## config.mk

```make
export PLATFORM = sky130hd
export DESIGN_NAME = saturn_alu_exec
export DESIGN_NICKNAME = d
export VERILOG_FILES = /design/src/rtl/saturn_alu_exec_pkg.sv /design/src/rtl/saturn_alu_exec_nibble.sv /design/src/rtl/saturn_alu_exec.sv
export SDC_FILE = /design/constraint.sdc
export NUM_CORES = 1
export LEC_CHECK = 0
export BUFFER_PORTS_ARGS = -buffer_cell sky130_fd_sc_hd__buf_4
export CORE_ASPECT_RATIO = 0.8
export CORE_MARGIN = 4
export CORE_UTILIZATION = 30
export CTS_CLUSTER_DIAMETER = 100
export DETAILED_ROUTE_END_ITERATION = 8
export GPL_ROUTABILITY_DRIVEN = 0
export HOLD_SLACK_MARGIN = 0.06
export PLACE_DENSITY_LB_ADDON = 0.05
export SYNTH_ARGS = -nofsm -noshare
export SYNTH_HDL_FRONTEND = slang
export SYNTH_SLANG_ARGS = --single-unit
export TNS_END_PERCENT = 30
```

## constraint.sdc

```tcl
create_clock -name i_clk -period 11.85 [get_ports i_clk]
set_input_delay 1.185 -clock i_clk [delete_from_list [all_inputs] [get_ports i_clk]]
set_output_delay 1.185 -clock i_clk [all_outputs]
set_load 0.05 [all_outputs]
```

## src/rtl/saturn_alu_exec_pkg.sv

```systemverilog
// Shared ALU command codes and helpers for the decoder and execution block.
// Register/opcode encodings are the common definitions used across the core.
package saturn_alu_exec_pkg;

    localparam logic [4:0] ALU_REG_A    = 5'd0;
    localparam logic [4:0] ALU_REG_B    = 5'd1;
    localparam logic [4:0] ALU_REG_C    = 5'd2;
    localparam logic [4:0] ALU_REG_D    = 5'd3;
    localparam logic [4:0] ALU_REG_P    = 5'd4;
    localparam logic [4:0] ALU_REG_IMM  = 5'd5;
    localparam logic [4:0] ALU_REG_NONE = 5'd31;

    localparam logic [4:0] ALU_OP_NOP  = 5'd0;
    localparam logic [4:0] ALU_OP_COPY = 5'd1;
    localparam logic [4:0] ALU_OP_EXCH = 5'd2;
    localparam logic [4:0] ALU_OP_ADD  = 5'd3;
    localparam logic [4:0] ALU_OP_SUB  = 5'd4;
    localparam logic [4:0] ALU_OP_AND  = 5'd5;
    localparam logic [4:0] ALU_OP_OR   = 5'd6;

    localparam logic [3:0] INSTR_TYPE_ALU  = 4'd0;
    localparam logic [3:0] INSTR_TYPE_GOTO = 4'd1;
    localparam logic [3:0] INSTR_TYPE_JUMP = 4'd2;
    localparam logic [3:0] INSTR_TYPE_NOP  = 4'd15;

    typedef struct packed {
        logic [4:0] dest;
        logic [4:0] src_1;
        logic [4:0] src_2;
        logic [3:0] imm;
        logic [4:0] op;
    } alu_cmd_t;

    // A..D occupy codes 0..3
    function automatic logic is_gpr(input logic [4:0] sel);
        return sel[4:2] == 3'b000;
    endfunction

    function automatic logic is_binary_op(input logic [4:0] op);
        return (op == ALU_OP_ADD) || (op == ALU_OP_SUB) ||
               (op == ALU_OP_AND) || (op == ALU_OP_OR);
    endfunction

    function automatic logic cmd_legal(input logic [4:0] dest,
                                       input logic [4:0] src_2,
                                       input logic [4:0] op);
        logic ok;
        ok = 1'b1;
        if (op > ALU_OP_OR)
            ok = 1'b0;
        if (!(is_gpr(dest) || (dest == ALU_REG_P)))
            ok = 1'b0;
        if ((dest == ALU_REG_P) && (op != ALU_OP_COPY))
            ok = 1'b0;
        if (is_binary_op(op) && (src_2 == ALU_REG_NONE))
            ok = 1'b0;
        return ok;
    endfunction

    // Immediate and P only contribute to the first processed nibble
    function automatic logic [3:0] pick_src(input logic [4:0]  sel,
                                            input logic [15:0] nibs,
                                            input logic [3:0]  imm,
                                            input logic [3:0]  p,
                                            input logic        first);
        logic [3:0] v;
        v = 4'd0;
        if (is_gpr(sel))
            v = nibs[{sel[1:0], 2'b00} +: 4];
        else if (sel == ALU_REG_IMM)
            v = first ? imm : 4'd0;
        else if (sel == ALU_REG_P)
            v = first ? p : 4'd0;
        return v;
    endfunction

endpackage

```

## src/rtl/saturn_alu_exec_nibble.sv

```systemverilog
// One-nibble combinational ALU slice; the carry chain is threaded by the caller.
module saturn_alu_nibble
    import saturn_alu_exec_pkg::*;
(
    input  logic [4:0] op,
    input  logic [3:0] a,
    input  logic [3:0] b,
    input  logic       cin,
    output logic [3:0] result,
    output logic       cout
);

    logic [4:0] wide;

    always_comb begin
        wide   = 5'd0;
        result = a;
        cout   = cin;
        case (op)
            ALU_OP_ADD: begin
                wide   = {1'b0, a} + {1'b0, b} + {4'd0, cin};
                result = wide[3:0];
                cout   = wide[4];
            end
            ALU_OP_SUB: begin
                // bit 4 of the 5-bit difference is the borrow
                wide   = {1'b0, a} - {1'b0, b} - {4'd0, cin};
                result = wide[3:0];
                cout   = wide[4];
            end
            ALU_OP_AND: result = a & b;
            ALU_OP_OR:  result = a | b;
            default:    result = a;
        endcase
    end

endmodule

```

## src/rtl/saturn_alu_exec.sv

```systemverilog
// Latches one decoded ALU command and executes it nibble-serially on A-D and P,
// one nibble per phase-3 strobe, reporting busy/done to the sequencer.
module saturn_alu_exec
    import saturn_alu_exec_pkg::*;
(
    input  logic        i_clk,
    input  logic        i_reset,
    input  logic [3:0]  i_phases,
    input  logic [1:0]  i_phase,
    input  logic [31:0] i_cycle_ctr,
    input  logic        i_debug_cycle,
    input  logic        i_instr_execute,
    input  logic [3:0]  i_instr_type,
    input  logic [4:0]  i_alu_reg_dest,
    input  logic [4:0]  i_alu_reg_src_1,
    input  logic [4:0]  i_alu_reg_src_2,
    input  logic [3:0]  i_alu_imm_value,
    input  logic [4:0]  i_alu_opcode,
    input  logic [3:0]  i_field_start,
    input  logic [3:0]  i_field_last,
    output logic        o_alu_busy,
    output logic        o_alu_done,
    output logic [3:0]  o_reg_p,
    output logic        o_carry,
    input  logic [4:0]  i_dbg_reg_sel,
    input  logic [3:0]  i_dbg_nib_idx,
    output logic [3:0]  o_dbg_nibble
);

    typedef enum logic [1:0] {ST_IDLE, ST_RUN, ST_DONE} state_t;

    state_t     state_reg, state_next;
    alu_cmd_t   cmd_reg, cmd_next;
    logic [3:0] idx_reg, left_reg, p_reg;
    logic       first_reg, carry_reg;

    logic        accept, strobe, legal, p_wr;
    logic [63:0] regs [4];
    logic [15:0] cur_nibs;
    logic [3:0]  dest_wr, src_wr;
    logic [3:0]  dest_nib, src1_nib, src2_nib, nib_result;
    logic        nib_cout;
    logic        unused_inputs;

    assign unused_inputs = ^{i_phase, i_cycle_ctr, i_phases[2:0]};

    assign accept = (state_reg == ST_IDLE) && i_instr_execute &&
                    (i_instr_type == INSTR_TYPE_ALU) && !i_debug_cycle;
    assign strobe = (state_reg == ST_RUN) && i_phases[3] && !i_debug_cycle;

    assign legal = cmd_legal(i_alu_reg_dest, i_alu_reg_src_2, i_alu_opcode);

    always_comb begin
        cmd_next       = '0;
        cmd_next.dest  = i_alu_reg_dest;
        cmd_next.src_1 = i_alu_reg_src_1;
        cmd_next.src_2 = i_alu_reg_src_2;
        cmd_next.imm   = i_alu_imm_value;
        // illegal commands are folded into a single-strobe NOP here
        cmd_next.op    = legal ? i_alu_opcode : ALU_OP_NOP;
    end

    always_ff @(posedge i_clk) begin
        if (i_reset)
            state_reg <= ST_IDLE;
        else
            state_reg <= state_next;
    end

    always_comb begin
        state_next = state_reg;
        o_alu_busy = 1'b0;
        o_alu_done = 1'b0;
        case (state_reg)
            ST_IDLE: begin
                if (accept)
                    state_next = ST_RUN;
            end
            ST_RUN: begin
                o_alu_busy = 1'b1;
                if (strobe && (left_reg == 4'd0))
                    state_next = ST_DONE;
            end
            ST_DONE: begin
                o_alu_busy = 1'b1;
                o_alu_done = 1'b1;
                state_next = ST_IDLE;
            end
            default: state_next = ST_IDLE;
        endcase
    end

    always_ff @(posedge i_clk) begin
        if (i_reset) begin
            cmd_reg   <= '0;
            idx_reg   <= 4'd0;
            left_reg  <= 4'd0;
            first_reg <= 1'b0;
            carry_reg <= 1'b0;
            p_reg     <= 4'd0;
        end else if (accept) begin
            cmd_reg   <= cmd_next;
            idx_reg   <= i_field_start;
            left_reg  <= (legal && (i_alu_reg_dest != ALU_REG_P)) ?
                         (i_field_last - i_field_start) : 4'd0;
            first_reg <= 1'b1;
            carry_reg <= 1'b0;
        end else if (strobe) begin
            idx_reg   <= idx_reg + 4'd1;
            left_reg  <= left_reg - 4'd1;
            first_reg <= 1'b0;
            carry_reg <= nib_cout;
            if (p_wr)
                p_reg <= src1_nib;
        end
    end

    assign p_wr = strobe && (cmd_reg.dest == ALU_REG_P) && (cmd_reg.op == ALU_OP_COPY);

    assign dest_nib = is_gpr(cmd_reg.dest) ? cur_nibs[{cmd_reg.dest[1:0], 2'b00} +: 4] : 4'd0;
    assign src1_nib = pick_src(cmd_reg.src_1, cur_nibs, cmd_reg.imm, p_reg, first_reg);
    assign src2_nib = pick_src(cmd_reg.src_2, cur_nibs, cmd_reg.imm, p_reg, first_reg);

    saturn_alu_nibble u_nibble (
        .op     (cmd_reg.op),
        .a      (src1_nib),
        .b      (src2_nib),
        .cin    (carry_reg),
        .result (nib_result),
        .cout   (nib_cout)
    );

    genvar gi;
    generate
        for (gi = 0; gi < 4; gi++) begin : g_reg
            logic [63:0] val_reg;

            assign dest_wr[gi] = strobe && is_gpr(cmd_reg.dest) &&
                                 (cmd_reg.dest[1:0] == 2'(gi)) && (cmd_reg.op != ALU_OP_NOP);
            assign src_wr[gi]  = strobe && (cmd_reg.op == ALU_OP_EXCH) && is_gpr(cmd_reg.src_1) &&
                                 (cmd_reg.src_1[1:0] == 2'(gi));

            // when EXCH names the same register twice both writes carry the same nibble
            always_ff @(posedge i_clk) begin
                if (i_reset)
                    val_reg <= 64'd0;
                else if (dest_wr[gi])
                    val_reg[{idx_reg, 2'b00} +: 4] <= nib_result;
                else if (src_wr[gi])
                    val_reg[{idx_reg, 2'b00} +: 4] <= dest_nib;
            end

            assign regs[gi]              = val_reg;
            assign cur_nibs[gi*4 +: 4]   = val_reg[{idx_reg, 2'b00} +: 4];
        end
    endgenerate

    assign o_reg_p      = p_reg;
    assign o_carry      = carry_reg;
    assign o_dbg_nibble = is_gpr(i_dbg_reg_sel) ?
                          regs[i_dbg_reg_sel[1:0]][{i_dbg_nib_idx, 2'b00} +: 4] : 4'd0;

endmodule

```

# [Word level (Yosys, flattened, before mapping)]
# Cells that the tools add are included.
[totals] ff_bits=296 latchBits=0 ramBits=0 mem_bits_ro=0 memories=0
[op_classes] add_sub_neg=8 multipliers=0 n_div=0 magnitude_cmp=2 n_eq_ne=29 shifts=11 mux=48 bitwise_logic=4 n_reduce_logical=53
[ops] op="64-bit 2-to-1 mux" n=10
[ops] op="64-bit bitwise mux" n=8
[ops] op="64-bit by 7-bit variable part select with 4-bit output" n=5
[ops] op="64-bit binary-select mux with 2-bit select" n=1
[ops] op="4-bit by 8-bit variable part select with 64-bit output" n=2
[ops] op="4-bit by 8-bit variable shift with 64-bit output, first input constant" n=1
[ops] op="5-bit by 3-bit equality test with 1-bit output, second input constant" n=12
[ops] op="4-bit 2-to-1 mux" n=15
[ops] op="16-bit by 5-bit variable part select with 4-bit output" n=3
[ops] op="1-bit logical AND" n=26
[ops] op="4-bit case mux with 4 select lines" n=1
[ops] op="5-bit by 2-bit equality test with 1-bit output, second input constant" n=3
[ops] op="3-bit logical NOT" n=5
[ops] op="2-bit nonzero test" n=6
[ops] op="2-bit equality test, second input constant" n=5
[ops] op="4-bit logical NOT" n=2
[ops] op="1-bit 2-to-1 mux" n=8
[ops] op="6-bit negator with 8-bit output" n=1
[ops] op="2-bit by 1-bit equality test with 1-bit output, second input constant" n=3
[ops] op="2-bit logical NOT" n=3
[ops] op="4-bit by 4-bit adder with 5-bit output" n=1
[ops] op="5-bit by 1-bit adder with 5-bit output" n=1
[ops] op="5-bit by 1-bit equality test with 1-bit output, second input constant" n=1
[ops] op="5-bit equality test, second input constant" n=1
[ops] op="25 further kinds" n=31

# [Logic depth before layout (Yosys ltp)]
# Gate-level depths: netlist of run 1.
[logic_depth] word_depth=10 mapped_depth=22 depth_no_buf=18

# [By module]
# A second synthesis of run 1 with hierarchy kept.
[hier_totals] cells_unflattened=1893 area_unflattened_um2=17968.5
[by_module_without_submodules] module="saturn_alu_exec" instances=1 cells_each=1797 area_each_um2=17260.3
[by_module_without_submodules] module="saturn_alu_nibble" instances=1 cells_each=96 area_each_um2=708.2

# [Least setup slack after synthesis of run 1]
# No wires, ideal clock.
[synth_path] path_type="input -> output" start="input port i_dbg_reg_sel[1]" end="output port o_dbg_nibble[3]" arrival_time_ns=4.058 t_required_ns=10.665 slack_ns=6.607 stages=7 path_buffers=3 cell_sequence="clkbuf_1 > buf_1 > clkbuf_1 > mux4_2 > mux4_2 > mux4_2 > nor2b_1"
[synth_between] elab_chain_len=6
[synth_lines] item="start: declaration" line_no="saturn_alu_exec.sv:25" source="input logic [4:0] i_dbg_reg_sel,"
[synth_lines] item="2-bit NOT with 3-bit output (not written as such)" line_no="saturn_alu_exec.sv:161" source="regs[i_dbg_reg_sel[1:0]][{i_dbg_nib_idx, 2'b00} +: 4] : 4'd0;"
[synth_lines] item="64-bit binary-select mux with 2-bit select" line_no="saturn_alu_exec.sv:161"
[synth_lines] item="64-bit 2-to-1 mux (not written as such) (2 in series)" line_no="saturn_alu_exec.sv:161"
[synth_lines] item="64-bit by 7-bit variable part select with 4-bit output" line_no="saturn_alu_exec.sv:161"
[synth_lines] item="4-bit 2-to-1 mux" line_no="saturn_alu_exec.sv:160" source="assign o_dbg_nibble = is_gpr(i_dbg_reg_sel) ?"
[synth_lines] item="end: declaration" line_no="saturn_alu_exec.sv:27" source="output logic [3:0] o_dbg_nibble"
# No other way between the ends. The select of a mux whose other input is x is not followed.

# [Final worst setup path of run 1]
[layout_path] start="register idx_reg[0]" end="register g_reg[3].val_reg[39]"
[layout_between] elab_chain_len=9 elab_cells_between_ends=25 classes_between="add/sub: 5; shift: 10; mux: 8; bitwise: 2"
[layout_lines] item="start: declaration" line_no="saturn_alu_exec.sv:34" source="logic [3:0] idx_reg, left_reg, p_reg;"
[layout_lines] item="start signal: assignment" line_no="saturn_alu_exec.sv:103" source="idx_reg <= i_field_start;"
[layout_lines] item="start signal: assignment" line_no="saturn_alu_exec.sv:109" source="idx_reg <= idx_reg + 4'd1;"
[layout_lines] item="64-bit by 7-bit variable part select with 4-bit output" line_no="saturn_alu_exec.sv:154" source="assign cur_nibs[gi*4 +: 4] = val_reg[{idx_reg, 2'b00} +: 4];"
[layout_lines] item="16-bit by 5-bit variable part select with 4-bit output *" line_no="saturn_alu_exec_pkg.sv:69" source="v = nibs[{sel[1:0], 2'b00} +: 4];"
[layout_lines] item="4-bit 2-to-1 mux *" line_no="saturn_alu_exec_pkg.sv:68" source="if (is_gpr(sel))"
[layout_lines] item="net src1_nib[3]" line_no="saturn_alu_exec.sv:41" source="logic [3:0] dest_nib, src1_nib, src2_nib, nib_result;"
[layout_lines] item="4-bit by 4-bit subtractor with 5-bit output or 4-bit by 4-bit adder with 5-bit output (tied branches)" line_no="saturn_alu_exec_nibble.sv:27, saturn_alu_exec_nibble.sv:21"
[layout_lines] item="5-bit by 1-bit subtractor with 5-bit output or 5-bit by 1-bit adder with 5-bit output (tied branches)" line_no="saturn_alu_exec_nibble.sv:27, saturn_alu_exec_nibble.sv:21"
[layout_lines] item="4-bit case mux with 4 select lines *" line_no="saturn_alu_exec_nibble.sv:19" source="case (op)"
[layout_lines] item="4-bit by 8-bit variable part select with 64-bit output *" line_no="saturn_alu_exec.sv:148" source="val_reg[{idx_reg, 2'b00} +: 4] <= nib_result;"
[layout_lines] item="64-bit bitwise mux *" line_no="saturn_alu_exec.sv:148"
[layout_lines] item="64-bit 2-to-1 mux *" line_no="saturn_alu_exec.sv:147" source="else if (dest_wr[gi])"
[layout_lines] item="end signal: indexed assignment" line_no="saturn_alu_exec.sv:148"
[layout_lines] item="end signal: indexed assignment" line_no="saturn_alu_exec.sv:150" source="val_reg[{idx_reg, 2'b00} +: 4] <= dest_nib;"
[layout_lines] item="end: declaration" line_no="saturn_alu_exec.sv:136" source="logic [63:0] val_reg;"
# The timed path passes the listed nets; every way through them passes the cells marked *. The select of a mux whose other input is x is not followed.
# A chain may end at the register's enable or synchronous reset.

==> results of run 1 <==
synth_stat cells, drive strengths merged (6+ instances only):
library cell	count	share of area, %
nand4	11	0.39
dfxtp	296	34
nand2	140	3.0
nand3b	93	4.0
o21bai	7	0.30
mux4	129	17
nor2	240	5.2
clkbuf	67	1.4
nor2b	20	0.72
buf	64	2.5
a31oi	19	0.94
mux2i	76	4.6
ha	25	1.8
a22oi	22	1.0
nand3	55	1.6
a221oi	9	0.49
a21oi	55	1.6
and3	10	0.36
o21ai	112	3.2
and2	10	0.36
nor3	18	0.61
xnor2	8	0.40
nor4	7	0.25
o211ai	6	0.26
o32ai	17	0.85
inv	47	1.0
o31ai	9	0.57
mux2	13	0.84
o22ai	11	0.39
a22o	8	0.40
a21o	6	0.26
a211oi	139	6.5
per-stage QoR:
step	utilization [%]	hold slack [ns]	total power, uW
after floorplan	-	0.441	1090
after global placement	32.2	0.453	1130
after detailed placement	32.2	0.460	1130
after CTS	34.4	0.470	2350
after global routing	34.4	0.487	2390
final	34.5	0.470	2320
layout make-up:
class,count,share of cell area [%]
Timing Repair Buffer,88,3.39
Sequential cell,296,30.1
Tap cell,760,4.83
Inverter,47,0.895
Clock buffer,54,5.75
Multi-Input combinational cell,1334,54.2
Clock inverter,14,0.787
Antenna cell,1,0.0127
report_power, final:
| part | total (uW) | internal (uW) | switching [uW] |
|---|---|---|---|
| Clock | 1220 | 730 | 487 |
| Sequential | 998 | 996 | 2.36 |
| Combinational | 109 | 41.7 | 66.9 |
| Total | 2320 | 1770 | 556 |
worst reg2reg max path, delay by kind of cell (launching register included):
kind | cells | cell delay [ns]
DFF | 1 | 0.67
adders and majority gates | 2 | 0.62
buffers and inverters | 2 | 0.82
AOI/OAI and AO/OA | 9 | 3.21
and+or+nand+nor | 4 | 1.20
routing by layer:
| layer | vias up | part of all wire (%) | GRT usage (%) |
|---|---|---|---|
| met4 | 0 | 2.2 | 6.03 |
| met1 | 7917 | 50 | 40.4 |
| met2 | 695 | 40 | 33.9 |
| met3 | 89 | 8.5 | 5.45 |
| li1 | 6840 | - | - |
| met5 | - | 0 | 0 |
placed cells by master, fill, tap and decap left out, drive strengths merged, types with 20 or more instances in the layout:
master / count
dfxtp: 296
nor2: 240
nand2: 140
a211oi: 139
mux4: 129
o21ai: 112
nand3b: 93
buf: 88
mux2i: 76
nand3: 55
a21oi: 55
clkbuf: 54
inv: 48
ha: 25
a22oi: 22
nor2b: 20
worst max-delay path by stage:
stage               cells after the start  slack [ns]                                 to
floorplan                               7        6.61                    o_dbg_nibble[3]
global placement                       17        5.31   g_reg[3].val_reg[7]$_SDFFE_PP0P_
detailed placement                     17        5.26  g_reg[3].val_reg[15]$_SDFFE_PP0P_
CTS                                    17        5.23  g_reg[3].val_reg[39]$_SDFFE_PP0P_
global route                           17        4.87  g_reg[3].val_reg[39]$_SDFFE_PP0P_
finish                                 17        5.17  g_reg[3].val_reg[39]$_SDFFE_PP0P_
cell families after synthesis:
| group | after synthesis | share of synthesized area [%] |
|---|---|---|
| compound gates | 444 | 18.1 |
| fa+ha+maj | 30 | 2.36 |
| simple gates | 631 | 17.6 |
| flops | 296 | 33.9 |
| mux | 218 | 22.3 |
| buf+inv | 180 | 5.11 |
| xor+xnor | 11 | 0.552 |
==> flow_metrics.env, run 1 <==
export IMPL_status="completed"
export IMPL_port_buffer_count=60
export IMPL_critPathSlowestCell="a31oi_4"
export IMPL_n_fill_cell=5867
export IMPL_cts_hold_fix_buffers=0
export IMPL_regArea_sq_mm=0.00593
export IMPL_insertion_delay_ns=0.57
export IMPL_ant_nets=0
export IMPL_grt_pass1_wl_um=114000
export IMPL_crit_type="register to register"
export IMPL_path_cells="buf_4 -> and2_1 -> a22oi_1 -> and3_1 -> a21o_1 -> a2111oi_0 -> a21oi_1 -> inv_1 -> ha_1 -> ha_1 -> nor3b_1 -> o21ai_0 -> a21oi_1 -> nand3b_1 -> a311o_2 -> a31oi_4 -> o21ai_0"
export IMPL_rsz0062_at_grt="false"
export IMPL_fin_nets=1921
export IMPL_synth_edf_count=0
export IMPL_dieArea_sq_mm=0.0622
export IMPL_fmax_ghz=0.150
export IMPL_regToRegStartpoint="idx_reg[0]$_SDFFE_PP0P_"
export IMPL_cap_violations=0
export IMPL_dp_final_hpwl_um=58900
export IMPL_dr_pass1_iters=5
export IMPL_final_cell_area_sq_mm=0.0197
export IMPL_end_kind="register"
export IMPL_layout_setup_ws_ns=5.17
export IMPL_wl_per_cell_um=31.1
export IMPL_clk_pin_slew_ns=0.06
export IMPL_tightest_slew_ns=1.28
export IMPL_die_h_um=224
export IMPL_largest_reg_flops=256
export IMPL_yosysWarnings=0
export IMPL_slew_headroom_pct=14.8
export IMPL_hold_path_endpoint="cmd_reg[22]$_SDFFE_PP0P_"
export IMPL_hp_start="cmd_reg[22]$_SDFFE_PP0P_"
export IMPL_hold_path_class="register to register"
export IMPL_cts_sinks=296
export IMPL_dieWidth_um=278
export IMPL_cts_tree="built"
export IMPL_grt_pass1_vias=14585
export IMPL_reg2reg_depth=17
export IMPL_netlist_instances=1810
export IMPL_syn_num_nets=1927
export IMPL_core_sq_mm=0.0572
export IMPL_overflow=0
export IMPL_pre_cts_ws_ns=5.26
export IMPL_multi_input_area_sq_mm=0.0107
export IMPL_start_util_pct=30.5
export IMPL_cts_buffers=37
export IMPL_worstSetupStartpointType="register"
export IMPL_avgViaCountPerCell=5.99
export IMPL_cts_setup_buffers=0
export IMPL_ctsResizeCount=0
export IMPL_avgSynthCellArea_sq_um=9.65
export IMPL_ir_drop_mv=0.0800
export IMPL_clockBufferDepth=3
export IMPL_yosys_most_used_dff="dfxtp_1"
export IMPL_drv_slew=0
export IMPL_grt_util_all_layers_pct=25.3
export IMPL_grt_max_degree=101
export IMPL_period_minus_slack_ns=6.68
export IMPL_ys_ff_latch=296
export IMPL_area_delta_synth_final_pct=12.8
export IMPL_reg2reg_to="g_reg[3].val_reg[39]$_SDFFE_PP0P_"
export IMPL_ioPinCount=98
export IMPL_setup_violations_final=0
export IMPL_final_cells=2594
export IMPL_critPathMaxStageDelay_ns=1.01
export IMPL_r2r_slack_ns=5.17
export IMPL_cts_htree_levels=2
export IMPL_crit_buf_inv=2
export IMPL_cp_max_fo=40
export IMPL_antenna_found_initial=4
export IMPL_async_reset_ff_share_pct=0
export IMPL_drt_iter0_markers=1883
export IMPL_num_vias=15541
export IMPL_cp_startpoint="idx_reg[0]$_SDFFE_PP0P_"
export IMPL_syn_area_sq_mm=0.0175
export IMPL_cp_required_ns=12.24
export IMPL_fin_crit_sh_pct=56.4
export IMPL_fin_skew_ns=0.0167
export IMPL_placed_area_sq_mm=0.0184
export IMPL_drive_gt1_share_pct=18.6
export IMPL_hold_path_depth=2
export IMPL_hold_viol_final=0
export IMPL_drt_wl_total_um=80600
export IMPL_leakagePower_uw=0.00615
export IMPL_dp_cells=2525
export IMPL_root_buffer="clkbuf_16"
export IMPL_tns_ns=0
export IMPL_drc=0
export IMPL_crit_family="compound AO/OA/AOI/OAI gates"
export IMPL_arrival_ns=7.06
export IMPL_p_per_area_mw_per_mm2=118
export IMPL_std_cell_rows=78
export IMPL_seq_area_frac_synth_pct=33.9
export IMPL_ys_types=79
No activity file was read; power rests on OpenSTA's default activity.
==> inputs of run 2 (changes only) <==
clock period = 6.7 ns   (was 11.85 ns; I/O delays follow)
==> run 2 against run 1 <==
Against the previous run: hold slack got worse by 0.12 ns; cell area increased by 1.0%; clock-buffer cell count shrank 2; non-clock buffer count up 22; clock power rose by 81%; sequential power increased by 77%.
==> flow_metrics.env, run 2 (synthesis results as in run 1) <==
export IMPL_tightest_slew_ns=1.15
export IMPL_hold_path_class="primary input to register"
export IMPL_p_per_area_mw_per_mm2=210
export IMPL_antenna_found_initial=6
export IMPL_drt_iter0_markers=1900
export IMPL_clockBufferDepth=3
export IMPL_grt_pass1_vias=14629
export IMPL_reg2reg_depth=15
export IMPL_hold_viol_final=0
export IMPL_cts_sinks=296
export IMPL_crit_type="register to register"
export IMPL_port_buffer_count=60
export IMPL_fin_crit_sh_pct=86.4
export IMPL_area_delta_synth_final_pct=14.0
export IMPL_cts_tree="built"
export IMPL_ant_nets=0
export IMPL_num_vias=15644
export IMPL_arrival_ns=6.18
export IMPL_cp_max_fo=15
export IMPL_fmax_ghz=0.173
export IMPL_cts_hold_fix_buffers=0
export IMPL_p_total_uw=4170
export IMPL_start_util_pct=30.5
export IMPL_status="completed"
export IMPL_clk_pin_slew_ns=0.06
export IMPL_cap_violations=0
export IMPL_dp_final_hpwl_um=59600
export IMPL_insertion_delay_ns=0.57
export IMPL_hold_path_depth=2
export IMPL_ir_drop_mv=0.170
export IMPL_drv_slew=0
export IMPL_leakagePower_uw=0.00627
export IMPL_layout_common_cells="293 x dfxtp_1, 236 x nor2_1, 140 x nand2_1"
export IMPL_grt_max_degree=104
export IMPL_overflow=0
export IMPL_ctsResizeCount=0
export IMPL_layout_setup_ws_ns=0.909
export IMPL_dieArea_sq_mm=0.0622
export IMPL_dieWidth_um=278
export IMPL_rsz0062_at_grt="false"
export IMPL_dp_cells=2547
export IMPL_drc=0
export IMPL_grt_pass1_wl_um=114000
export IMPL_slew_headroom_pct=23.2
export IMPL_cts_htree_levels=2
export IMPL_drive_gt1_share_pct=19.6
export IMPL_ioPinCount=98
export IMPL_drt_wl_total_um=80600
export IMPL_cts_buffers=37
export IMPL_core_sq_mm=0.0572
export IMPL_grt_util_all_layers_pct=25.2
export IMPL_hold_ws_ns=0.351
export IMPL_fin_skew_ns=0.0305
export IMPL_pre_cts_ws_ns=0.949
export IMPL_period_minus_slack_ns=5.79
export IMPL_std_cell_rows=78
export IMPL_root_buffer="clkbuf_16"
export IMPL_final_common_cell="dfxtp_1"
export IMPL_n_fill_cell=5857
export IMPL_wl_per_cell_um=30.8
export IMPL_avgViaCountPerCell=5.98
export IMPL_largest_reg_flops=256
export IMPL_dr_pass1_iters=6
export IMPL_end_kind="register"
export IMPL_tns_ns=0
export IMPL_cts_setup_buffers=0
export IMPL_setup_violations_final=0
export IMPL_final_cells=2617
export IMPL_die_h_um=224
export IMPL_worstSetupStartpointType="register"
export IMPL_cp_required_ns=7.09
export IMPL_fin_nets=1943
run 2: layout make-up:
type                            count  area (sq um)  area share (%)
Timing Repair Buffer              110           833            4.19
Antenna cell                        3          7.51          0.0377
Clock inverter                     15           184           0.924
Clock buffer                       52          1140            5.71
Sequential cell                   296          5930            29.8
Tap cell                          760           951            4.78
Multi-Input combinational cell   1334         10700            53.7
Inverter                           47           176           0.886
run 2: layer usage:
| layer | GRT usage, % | part of all wire (%) |
|---|---|---|
| met1 | 40.1 | 50 |
| met2 | 33.4 | 38 |
| met3 | 6.13 | 9.2 |
| met4 | 6.78 | 2.8 |
| met5 | 0 | 0.020 |
run 2: worst paths after layout:
kind,slack [ns],startpoint,endpoint
worst min register to register,0.47,cmd_reg[13]$_SDFFE_PP0P_,cmd_reg[13]$_SDFFE_PP0P_
worst max register to register,0.91,idx_reg[0]$_SDFFE_PP0P_,g_reg[2].val_reg[49]$_SDFFE_PP0P_
worst max-delay path,0.91,idx_reg[0]$_SDFFE_PP0P_,g_reg[2].val_reg[49]$_SDFFE_PP0P_
worst min-delay path,0.35,i_alu_opcode[0],cmd_reg[0]$_SDFFE_PP0P_
run 2: worst max-delay path, cell delays in order, from the launching register on:
cell and delay [ns]:
dfxtp_2 0.67, buf_4 0.40, nor2b_1 0.29, a221oi_1 0.70, o311a_1 0.22, a21oi_1 0.09
nor2_1 0.49, fa_1 0.31, inv_1 0.06, fa_1 0.50, o22ai_1 0.09, a221oi_1 0.49
o31ai_4 0.37, mux2i_4 0.38, buf_4 0.38, a211oi_1 0.11
run 2: power breakdown:
group | switching [uW] | internal [uW]
logic | 115 | 75.6
clock network | 876 | 1340
registers | 6.09 | 1760
total | 997 | 3170
run 2: stage by stage:
stage,cell area (sq um),util (%)
after floorplan,17500,-
after global placement,18600,32.5
after detailed placement,18600,32.5
after CTS,19900,34.8
after global routing,19900,34.8
final,19900,34.8
